$ cat src/rtl/button_pkg.sv
// Shared types and default timing constants for the push-button front end.
package button_pkg;

  typedef enum logic [2:0] {
    IDLE,
    PRESS_DB,
    HELD,
    LONG,
    RELEASE_DB
  } btn_state_t;

  localparam int unsigned DB_MS_DEF     = 20;
  localparam int unsigned LONG_MS_DEF   = 800;
  localparam int unsigned REPEAT_MS_DEF = 200;
  localparam int unsigned CNT_W_DEF     = 10;

endpackage

$ cat src/rtl/btn_sync.sv
// Two-flop synchronizer with synchronous active-high reset, for any board button.
module btn_sync (
  input  logic clk_i,
  input  logic rst_i,
  input  logic d_i,
  output logic q_o
);

  logic meta_q;
  logic sync_q;

  always_ff @(posedge clk_i) begin
    if (rst_i) begin
      meta_q <= 1'b0;
      sync_q <= 1'b0;
    end else begin
      meta_q <= d_i;
      sync_q <= meta_q;
    end
  end

  assign q_o = sync_q;

endmodule

$ cat src/rtl/button_press_classifier.sv
// Debounces one raw button and classifies presses as short or long.
// Define BUTTON_AUTO_REPEAT_EN to emit inc_short every REPEAT_MS ticks while in LONG.
module button_press_classifier
  import button_pkg::*;
#(
  parameter int unsigned DB_MS     = DB_MS_DEF,
  parameter int unsigned LONG_MS   = LONG_MS_DEF,
  parameter int unsigned REPEAT_MS = REPEAT_MS_DEF,
  parameter int unsigned CNT_W     = CNT_W_DEF
) (
  input  logic clk,
  input  logic rst,
  input  logic tick_ms,
  input  logic btn_raw,
  output logic pressed,
  output logic inc_short,
  output logic long_pulse,
  output logic long_hold
);

  localparam logic [CNT_W-1:0] DbLast   = CNT_W'(DB_MS - 1);
  localparam logic [CNT_W-1:0] LongLast = CNT_W'(LONG_MS - DB_MS - 1);
  localparam logic [CNT_W-1:0] CntOne   = CNT_W'(1);

  logic             btn_s;
  btn_state_t       state;
  logic [CNT_W-1:0] cnt;
  logic [CNT_W-1:0] rcnt;
  logic             ret_long;

`ifdef BUTTON_AUTO_REPEAT_EN
  localparam logic [CNT_W-1:0] RepLast = CNT_W'(REPEAT_MS - 1);
  logic [CNT_W-1:0] rep_cnt;
`endif

  btn_sync u_btn_sync (
    .clk_i (clk),
    .rst_i (rst),
    .d_i   (btn_raw),
    .q_o   (btn_s)
  );

  always_ff @(posedge clk) begin
    if (rst) begin
      state      <= IDLE;
      cnt        <= '0;
      rcnt       <= '0;
      ret_long   <= 1'b0;
      pressed    <= 1'b0;
      inc_short  <= 1'b0;
      long_pulse <= 1'b0;
      long_hold  <= 1'b0;
`ifdef BUTTON_AUTO_REPEAT_EN
      rep_cnt    <= '0;
`endif
    end else begin
      inc_short  <= 1'b0;
      long_pulse <= 1'b0;
      unique case (state)
        IDLE: begin
          if (btn_s) begin
            state <= PRESS_DB;
            cnt   <= '0;
          end
        end
        PRESS_DB: begin
          if (!btn_s) begin
            state <= IDLE;
            cnt   <= '0;
          end else if (tick_ms) begin
            if (cnt == DbLast) begin
              state   <= HELD;
              cnt     <= '0;
              pressed <= 1'b1;
            end else begin
              cnt <= cnt + CntOne;
            end
          end
        end
        // Release is checked first so it wins over a coincident long threshold.
        HELD: begin
          if (!btn_s) begin
            state    <= RELEASE_DB;
            ret_long <= 1'b0;
            rcnt     <= '0;
          end else if (tick_ms) begin
            if (cnt == LongLast) begin
              state      <= LONG;
              cnt        <= '0;
              long_pulse <= 1'b1;
              long_hold  <= 1'b1;
`ifdef BUTTON_AUTO_REPEAT_EN
              rep_cnt    <= '0;
`endif
            end else begin
              cnt <= cnt + CntOne;
            end
          end
        end
        LONG: begin
          if (!btn_s) begin
            state    <= RELEASE_DB;
            ret_long <= 1'b1;
            rcnt     <= '0;
          end
`ifdef BUTTON_AUTO_REPEAT_EN
          else if (tick_ms) begin
            if (rep_cnt == RepLast) begin
              rep_cnt   <= '0;
              inc_short <= 1'b1;
            end else begin
              rep_cnt <= rep_cnt + CntOne;
            end
          end
`endif
        end
        // cnt (and rep_cnt) stay frozen here so a release glitch resumes timing.
        RELEASE_DB: begin
          if (btn_s) begin
            state <= ret_long ? LONG : HELD;
          end else if (tick_ms) begin
            if (rcnt == DbLast) begin
              state     <= IDLE;
              cnt       <= '0;
              rcnt      <= '0;
              pressed   <= 1'b0;
              long_hold <= 1'b0;
              inc_short <= !ret_long;
            end else begin
              rcnt <= rcnt + CntOne;
            end
          end
        end
        default: state <= IDLE;
      endcase
    end
  end

endmodule

$ cat config.mk
export PLATFORM = sky130hd
export DESIGN_NAME = button_press_classifier
export DESIGN_NICKNAME = d
export VERILOG_FILES = /design/src/rtl/button_pkg.sv /design/src/rtl/btn_sync.sv /design/src/rtl/button_press_classifier.sv
export SDC_FILE = /design/constraint.sdc
export NUM_CORES = 1
export LEC_CHECK = 0
export CAP_MARGIN = 20
export CORE_MARGIN = 4
export CORE_UTILIZATION = 40
export DETAILED_ROUTE_END_ITERATION = 12
export PLACE_DENSITY = 0.65
export SYNTH_ARGS = -nofsm -noshare
export SYNTH_HDL_FRONTEND = slang
export SYNTH_SLANG_ARGS = --single-unit
$ cat constraint.sdc
create_clock -name clk -period 3.35 [get_ports clk]
set_input_delay 0.67 -clock clk [delete_from_list [all_inputs] [get_ports clk]]
set_output_delay 0.67 -clock clk [all_outputs]
set_load 0.01 [all_outputs]
==> results.rst, run 1 <==
.. list-table::
   :header-rows: 1

   * - Metric
     - Value
   * - Outcome
     - completed
   * - Via density
     - 5.72
   * - Cell at the root of the clock tree
     - clkbuf_8
   * - Post-synthesis share of cell area spent on and, or, nand and nor gates
     - 31.6%
   * - Setup clock skew after layout
     - 5.54 ps
   * - Maximum Capacitance Violations
     - 0
   * - Synthesized netlist net count
     - 189
   * - GP Congestion
     - 0.909
   * - Largest voltage drop on the vdd net
     - 200 µV
   * - Total global-route track usage
     - 14.2%
   * - Antenna violations before repair
     - 0
   * - Via Count
     - 1,367
   * - Fraction of synthesized area in multiplexers
     - 0.616%
   * - Post-layout instance area
     - 1800 µm²
   * - Final #Nets
     - 197
   * - Combinational family with the most area after synthesis
     - simple AND/OR/NAND/NOR gates
   * - Kind of cell adding the most delay to the critical path
     - simple AND/OR/NAND/NOR gates
   * - Clock transition time at the flip-flop clock pins of the worst setup and hold paths
     - 60 ps
   * - Netlist area before placement
     - 1630 µm²
   * - Number of antenna repair diodes
     - 0
   * - Complex-gate fraction of the synthesized area
     - 20.7%
   * - Final WS setup
     - 984 ps
   * - Max frequency
     - 423 MHz
   * - Top cells by count, synth
     - 30 x dfxtp_1, 19 x nor2_1, 12 x nand2_1
   * - RSZ-0062 raised after global routing
     - false
   * - Source-to-sink clock delay at the later pin of the worst-skew pair
     - 280 ps
   * - Highest net fanout along the worst path
     - 7
   * - Met3 routing resource usage after global routing
     - 4.21%
   * - Largest net degree at the start of global routing
     - 20
   * - Setup repair bufs after CTS
     - 0
   * - Final critical-path share of the clock period
     - 70.6%
   * - Global-route wire length before repair
     - 5.80 mm
   * - Synth-to-layout area growth
     - 11.0%
   * - Synth Instances
     - 183
   * - Number of global-route vias before repair
     - 1,246
   * - Floorplan die area
     - 5150 µm²
   * - Number of violations reported at the end of detailed-routing iteration 0
     - 50
   * - Number of iterations in the first detailed-routing pass
     - 4
   * - Maximum number of buffers from clock root to sink
     - 2
   * - Post-layout minimum cycle time
     - 2370 ps
   * - Post-synthesis cell type with the largest combined area
     - dfxtp_1
   * - CP cell instances
     - clkdlybuf4s50_1, nand4bb_1, a21oi_1, nand3_1, nor2_1, xnor2_1, nor2_1
   * - Count of pins over their slew limit
     - 0
   * - Share of synthesized cell area in full adder, half adder and majority cells
     - 1.54%
   * - Leading register cell type out of synthesis
     - dfxtp_1
   * - Kind of start point of the critical path
     - primary input
   * - Most prevalent standard cell on the critical path
     - nor2_1
   * - Number of endpoints failing setup at the final stage
     - 0
   * - Global-route track usage on met1
     - 19.1%
   * - Arrival time reported for the critical path endpoint
     - 2530 ps
   * - Die span in y
     - 71.7 µm
   * - Synthesis Warnings
     - 0
   * - Critical path start-end classification
     - primary input to flop
   * - Met2 demand-to-capacity share in global routing
     - 20.7%
   * - Clock tree from TritonCTS
     - built
   * - Total CTS buffers
     - 5
   * - DRC Markers
     - 0
   * - Number of ports placed on the die boundary
     - 8
   * - Placed wire-length estimate
     - 2.38 mm
   * - Cell with the largest stage delay on the worst path
     - clkdlybuf4s50_1
   * - Worst-Margin Slew
     - 546 ps
   * - Critical path buffer and inverter count
     - 1
   * - Number of nets with antenna violations after detailed routing
     - 0
   * - Share of layout cells above drive strength 1
     - 11.5%
   * - H-tree depth
     - 2
   * - Effective utilization at floorplan
     - 42.8%
   * - # resized after CTS
     - 0
   * - Total of hold buffers inserted after clock tree synthesis
     - 0
   * - Class of the most critical hold timing path
     - flop to flop
   * - Most crowded layer after global routing
     - met2
   * - Endpoints failing hold
     - 0
   * - Core outline area
     - 3800 µm²
   * - Cell with the most instances after synthesis
     - dfxtp_1
   * - Wire length per cell after detailed routing
     - 14.1 µm
   * - Total Neg Setup Slack
     - 0 ps
   * - Die X-Extent
     - 71.7 µm
   * - P per Cell Area
     - 362 nW/µm²
   * - Worst endpoint required time
     - 3520 ps
   * - Port buffer count
     - 7
   * - Pre-CTS setup slack
     - 732 ps
   * - Clock sink count
     - 30
   * - Number of distinct library cells after synthesis
     - 46
   * - Total gr overflow
     - 0
   * - Kind of end point of the critical path
     - flop
   * - Delay of the slowest cell on the worst path
     - 600 ps
   * - Flops & latches, synth
     - 30
   * - Layout Utilization
     - 47.5%
   * - Slew HR
     - 63.5%
   * - Cells taking the most area after synthesis
     - dfxtp_1 37%, o31ai_2 6.2%, nor2_1 4.4%, nor2b_1 3.8%, a32oi_1 3.8%
   * - Number of placement rows
     - 22
   * - Smallest hold slack
     - 452 ps
   * - Post-synth EDFFs
     - 0
   * - Post-synthesis share of cell area spent on xor and xnor gates
     - 4.31%
   * - Average size of a mapped cell
     - 8.88 µm²
   * - Standard cell area after detailed placement
     - 1730 µm²
   * - Aggregate routed wire length
     - 3.36 mm
   * - Async set-or-reset flop fraction in the synthesized netlist
     - 0%
   * - Fraction of the yosys area taken by sequential cells
     - 37.0%
   * - Yosys top cell area share
     - 37.0%
   * - Leakage power figure
     - 0.000618 µW
==> flip-flops by register name, summed over array words and instances, names as in the netlist <==
| register | count |
|---|---|
| ret_long | 1 |
| u_btn_sync.meta_q | 1 |
| rcnt | 10 |
| inc_short | 1 |
| cnt | 10 |
| u_btn_sync.q_o | 1 |
| pressed | 1 |
| state | 3 |
| long_hold | 1 |
| long_pulse | 1 |
==> layout by cell type (no fill, tap or decap), drive strengths merged, types with 3 or more instances in the layout <==
cell	instances
nand2b	3
clkdlybuf4s50	7
inv	9
o31ai	9
nand3	10
o21ai	5
nand4	7
clkbuf	7
nand2	12
and3	4
or3	3
a32oi	7
a21oi	7
nor3	7
nor2b	10
xor2	6
nor2	20
dfxtp	30
==> metrics by stage <==
stage | power [µW] | std cells
after floorplan | 385 | 183
after global placement | 393 | 232
after detailed placement | 394 | 232
after CTS | 662 | 239
after global routing | 683 | 239
final | 653 | 239
==> path summary, 6_finish.rpt <==
| path | cells after the start | slack (ps) | startpoint | end |
|---|---|---|---|---|
| worst min register to register | 1 | 450 | u_btn_sync.meta_q$_SDFF_PP0_ | u_btn_sync.q_o$_SDFF_PP0_ |
| worst min-delay path | 1 | 450 | u_btn_sync.meta_q$_SDFF_PP0_ | u_btn_sync.q_o$_SDFF_PP0_ |
| worst max register to register | 6 | 1260 | u_btn_sync.q_o$_SDFF_PP0_ | cnt[1]$_SDFFE_PP0P_ |
| worst max-delay path | 7 | 980 | tick_ms | rcnt[7]$_SDFFE_PP0P_ |
==> layer usage <==
metal | part of all wire (%) | wire, µm
met1 | 50 | 1680
met2 | 46 | 1530
met3 | 3.8 | 127
met4 | 0.57 | 19
met5 | 0 | 0
==> layout make-up <==
type,count,area (µm²)
Clock buffer,7,76.3
Fill cell,367,1990
Inverter,9,33.8
Multi-Input combinational cell,137,956
Sequential cell,30,601
Tap cell,48,60.1
Timing Repair Buffer,8,77.6
==> worst reg2reg max path: cells and delay by family (launching register included) <==
family	cells	cell delay, ps
AO/OA/AOI/OAI	4	800
buffers and inverters	1	190
flip-flops	1	660
AND/OR/NAND/NOR	1	320
==> report_power, final <==
group	switching (µW)	leakage [µW]	total (µW)	internal, µW
registers	3.23	0.000242	362	358
clock network	124	0.0000383	267	143
logic	15.4	0.000337	24.6	9.18
==> logic make-up after synthesis <==
| group | after synthesis |
|---|---|
| AND/OR/NAND/NOR | 86 |
| multiplexers | 1 |
| AO/OA/AOI/OAI | 40 |
| adder cells (fa/ha/maj) | 2 |
| flip-flops | 30 |
| buffers and inverters | 16 |
| XOR/XNOR | 8 |
(Power assumes the default switching activity.)
==> run 2, diff against run 1 <==
--- a/config.mk
+++ b/config.mk
@@ -9,7 +9,7 @@
 export CORE_MARGIN = 4
 export CORE_UTILIZATION = 40
 export DETAILED_ROUTE_END_ITERATION = 12
-export PLACE_DENSITY = 0.65
+export PLACE_DENSITY = 0.67
 export SYNTH_ARGS = -nofsm -noshare
 export SYNTH_HDL_FRONTEND = slang
 export SYNTH_SLANG_ARGS = --single-unit
==> constraint.sdc (replaced) <==
create_clock -name clk -period 1.92 [get_ports clk]
set_input_delay 0.384 -clock clk [delete_from_list [all_inputs] [get_ports clk]]
set_output_delay 0.384 -clock clk [all_outputs]
set_load 0.01 [all_outputs]
==> run 2 against run 1 <==
Core utilization grew 4.5 points. Critical path depth shrank 1. Worst hold slack lost 12 ps. Largest cell class unchanged. Combinational power grew 140%. Cell count grew 8.4%. Largest power group unchanged. Design area grew 9.4%. Clock power grew 76%. Sequential power grew 73%. First-iteration DRC count grew 96%. Count of clock-buffer cells in the layout is the same. Die area is the same. Routed wire length grew 9.4%.
==> results.rst, run 2 (synthesized netlist as in run 1, its figures left out) <==
.. list-table::
   :header-rows: 1

   * - Metric
     - Value
   * - Outcome
     - completed (unchanged)
   * - Total of hold buffers inserted after clock tree synthesis
     - 0 (unchanged)
   * - Setup clock skew after layout
     - 2.90 ps (was 5.54 ps)
   * - Number of global-route vias before repair
     - 1,427 (was 1,246)
   * - Maximum number of buffers from clock root to sink
     - 2 (unchanged)
   * - Floorplan die area
     - 5150 µm² (unchanged)
   * - Total global-route track usage
     - 16.2% (was 14.2%)
   * - Total Neg Setup Slack
     - 0 ps (unchanged)
   * - Highest net fanout along the worst path
     - 10 (was 7)
   * - Number of endpoints failing setup at the final stage
     - 0 (unchanged)
   * - Arrival time reported for the critical path endpoint
     - 2020 ps (was 2530 ps)
   * - Die span in y
     - 71.7 µm (unchanged)
   * - Total design power
     - 1160 µW (was 653 µW)
   * - Layout Utilization
     - 52.0% (was 47.5%)
   * - Global-route wire length before repair
     - 6.58 mm (was 5.80 mm)
   * - Worst endpoint required time
     - 2110 ps (was 3520 ps)
   * - Pre-CTS setup slack
     - -205 ps (was 732 ps)
   * - Critical path start-end classification
     - flop to flop (was primary input to flop)
   * - Number of antenna repair diodes
     - 0 (unchanged)
   * - Fill cell count
     - 363 (was 367)
   * - Aggregate routed wire length
     - 3.67 mm (was 3.36 mm)
   * - Number of placement rows
     - 22 (unchanged)
   * - Kind of start point of the critical path
     - flop (was primary input)
   * - Via density
     - 5.49 (was 5.72)
   * - Most frequent standard cell in the layout excluding fill and tap cells
     - dfxtp_1 (unchanged)
   * - Max frequency
     - 548 MHz
   * - Slew HR
     - 74.2% (was 63.5%)
   * - Final critical-path share of the clock period
     - 95.1%
   * - Core outline area
     - 3800 µm² (unchanged)
   * - Die X-Extent
     - 71.7 µm (unchanged)
   * - Worst-Margin Slew
     - 385 ps (was 546 ps)
   * - Clock transition time at the flip-flop clock pins of the worst setup and hold paths
     - 60 ps (about the same)
   * - Number of nets with antenna violations after detailed routing
     - 0 (unchanged)
   * - Wire length per cell after detailed routing
     - 14.2 µm (was 14.1 µm)
   * - Class of the most critical hold timing path
     - flop to flop (unchanged)
   * - Share of layout cells above drive strength 1
     - 23.2% (was 11.5%)
   * - Top Registers
     - cnt: 10 flops, rcnt: 10 flops, state: 3 flops (unchanged)
   * - Total gr overflow
     - 0 (unchanged)
   * - Via Count
     - 1,423 (was 1,367)
   * - Cell at the root of the clock tree
     - clkbuf_8 (unchanged)
   * - Synth-to-layout area growth
     - 21.5% (was 11.0%)
   * - Largest voltage drop on the vdd net
     - 330 µV (was 200 µV)
   * - Source-to-sink clock delay at the later pin of the worst-skew pair
     - 280 ps (about the same)
   * - Number of violations reported at the end of detailed-routing iteration 0
     - 98 (was 50)
   * - DRC Markers
     - 0 (unchanged)
   * - Effective utilization at floorplan
     - 42.8% (unchanged)
   * - Number of iterations in the first detailed-routing pass
     - 4 (unchanged)
   * - Commonest cells after routing, fill and taps aside
     - 28 x dfxtp_1, 21 x buf_4, 19 x nor2_1 (was 30 x dfxtp_1, 19 x nor2_1, 12 x nand2_1)
   * - Port buffer count
     - 7 (unchanged)
   * - Number of ports placed on the die boundary
     - 8 (unchanged)
   * - Placed wire-length estimate
     - 2.75 mm (was 2.38 mm)
   * - GP Congestion
     - 0.912 (was 0.909)
   * - Final #Nets
     - 217 (was 197)
   * - P per Cell Area
     - 585 nW/µm² (was 362 nW/µm²)
   * - H-tree depth
     - 2 (unchanged)
   * - Count of pins over their slew limit
     - 0 (unchanged)
   * - Total CTS buffers
     - 5 (unchanged)
   * - Final WS setup
     - 94.1 ps (was 984 ps)
   * - Clock sink count
     - 30 (unchanged)
   * - Largest net degree at the start of global routing
     - 15 (was 20)
   * - Leakage power figure
     - 0.000714 µW (was 0.000618 µW)
   * - Clock tree from TritonCTS
     - built (unchanged)
   * - Maximum Capacitance Violations
     - 0 (unchanged)
   * - Post-layout minimum cycle time
     - 1830 ps
   * - Kind of end point of the critical path
     - flop (unchanged)
   * - Antenna violations before repair
     - 0 (unchanged)
   * - Endpoints failing hold
     - 0 (unchanged)
==> run 2: changes by cell type in the layout (fill, tap and decap cells not counted), sizes merged <==
cell / before / now
buf: 1 / 21
==> run 2: power by group <==
| part | leakage [µW] | switching [µW] | internal (µW) | total, µW |
|---|---|---|---|---|
| combinational | 0.000432 | 33.1 | 25.0 | 58.1 |
| sequential | 0.000243 | 2.20 | 625 | 627 |
| clock | 0.0000383 | 221 | 249 | 470 |
==> run 2: routing by layer <==
metal | part of all wire, % | up-vias | global-route usage, %
met5 | 0 | - | 0
met4 | 1.4 | 0 | 8.56
met2 | 50 | 18 | 25.9
li1 | - | 728 | -
met3 | 2.6 | 5 | 3.93
met1 | 46 | 672 | 19.8
==> run 2: path summary, 6_finish.rpt <==
check                               start                        end  slack [ps]  cells past startpoint
max                   cnt[4]$_SDFFE_PP0P_        cnt[4]$_SDFFE_PP0P_          90                      6
min          u_btn_sync.meta_q$_SDFF_PP0_  u_btn_sync.q_o$_SDFF_PP0_         440                      1
max reg2reg           cnt[4]$_SDFFE_PP0P_        cnt[4]$_SDFFE_PP0P_          90                      6
min reg2reg  u_btn_sync.meta_q$_SDFF_PP0_  u_btn_sync.q_o$_SDFF_PP0_         440                      1
==> run 2: metrics by stage <==
stage / cells / area, µm² / hold WS, ps
floorplan: 183 / 1630 / 414
global placement: 251 / 1870 / 422
detailed placement: 251 / 1870 / 433
CTS: 258 / 1950 / 447
global route: 259 / 1970 / 467
finish: 259 / 1970 / 440
==> run 2: final cells by class <==
class / count / area, µm² / area share, %
Inverter: 9 / 33.8 / 1.71
Sequential cell: 30 / 603 / 30.5
Tap cell: 48 / 60.1 / 3.04
Multi-Input combinational cell: 137 / 973 / 49.3
Clock buffer: 7 / 76.3 / 3.87
Timing Repair Buffer: 28 / 228 / 11.5
==> run 2: critical path, stage by stage, from the launching register on <==
cell and delay (ps):
dfxtp_1 360, and4b_1 240, and3_4 180, o32a_4 380, nor2_8 170, nand2b_4 140, o31ai_2 260
==> run 2: what timing repair did <==
item | 4_1_cts | 5_1_grt
setup endpoints to repair | 0 | 15
buffers inserted | 0 | 1
gates resized for setup | 0 | 7
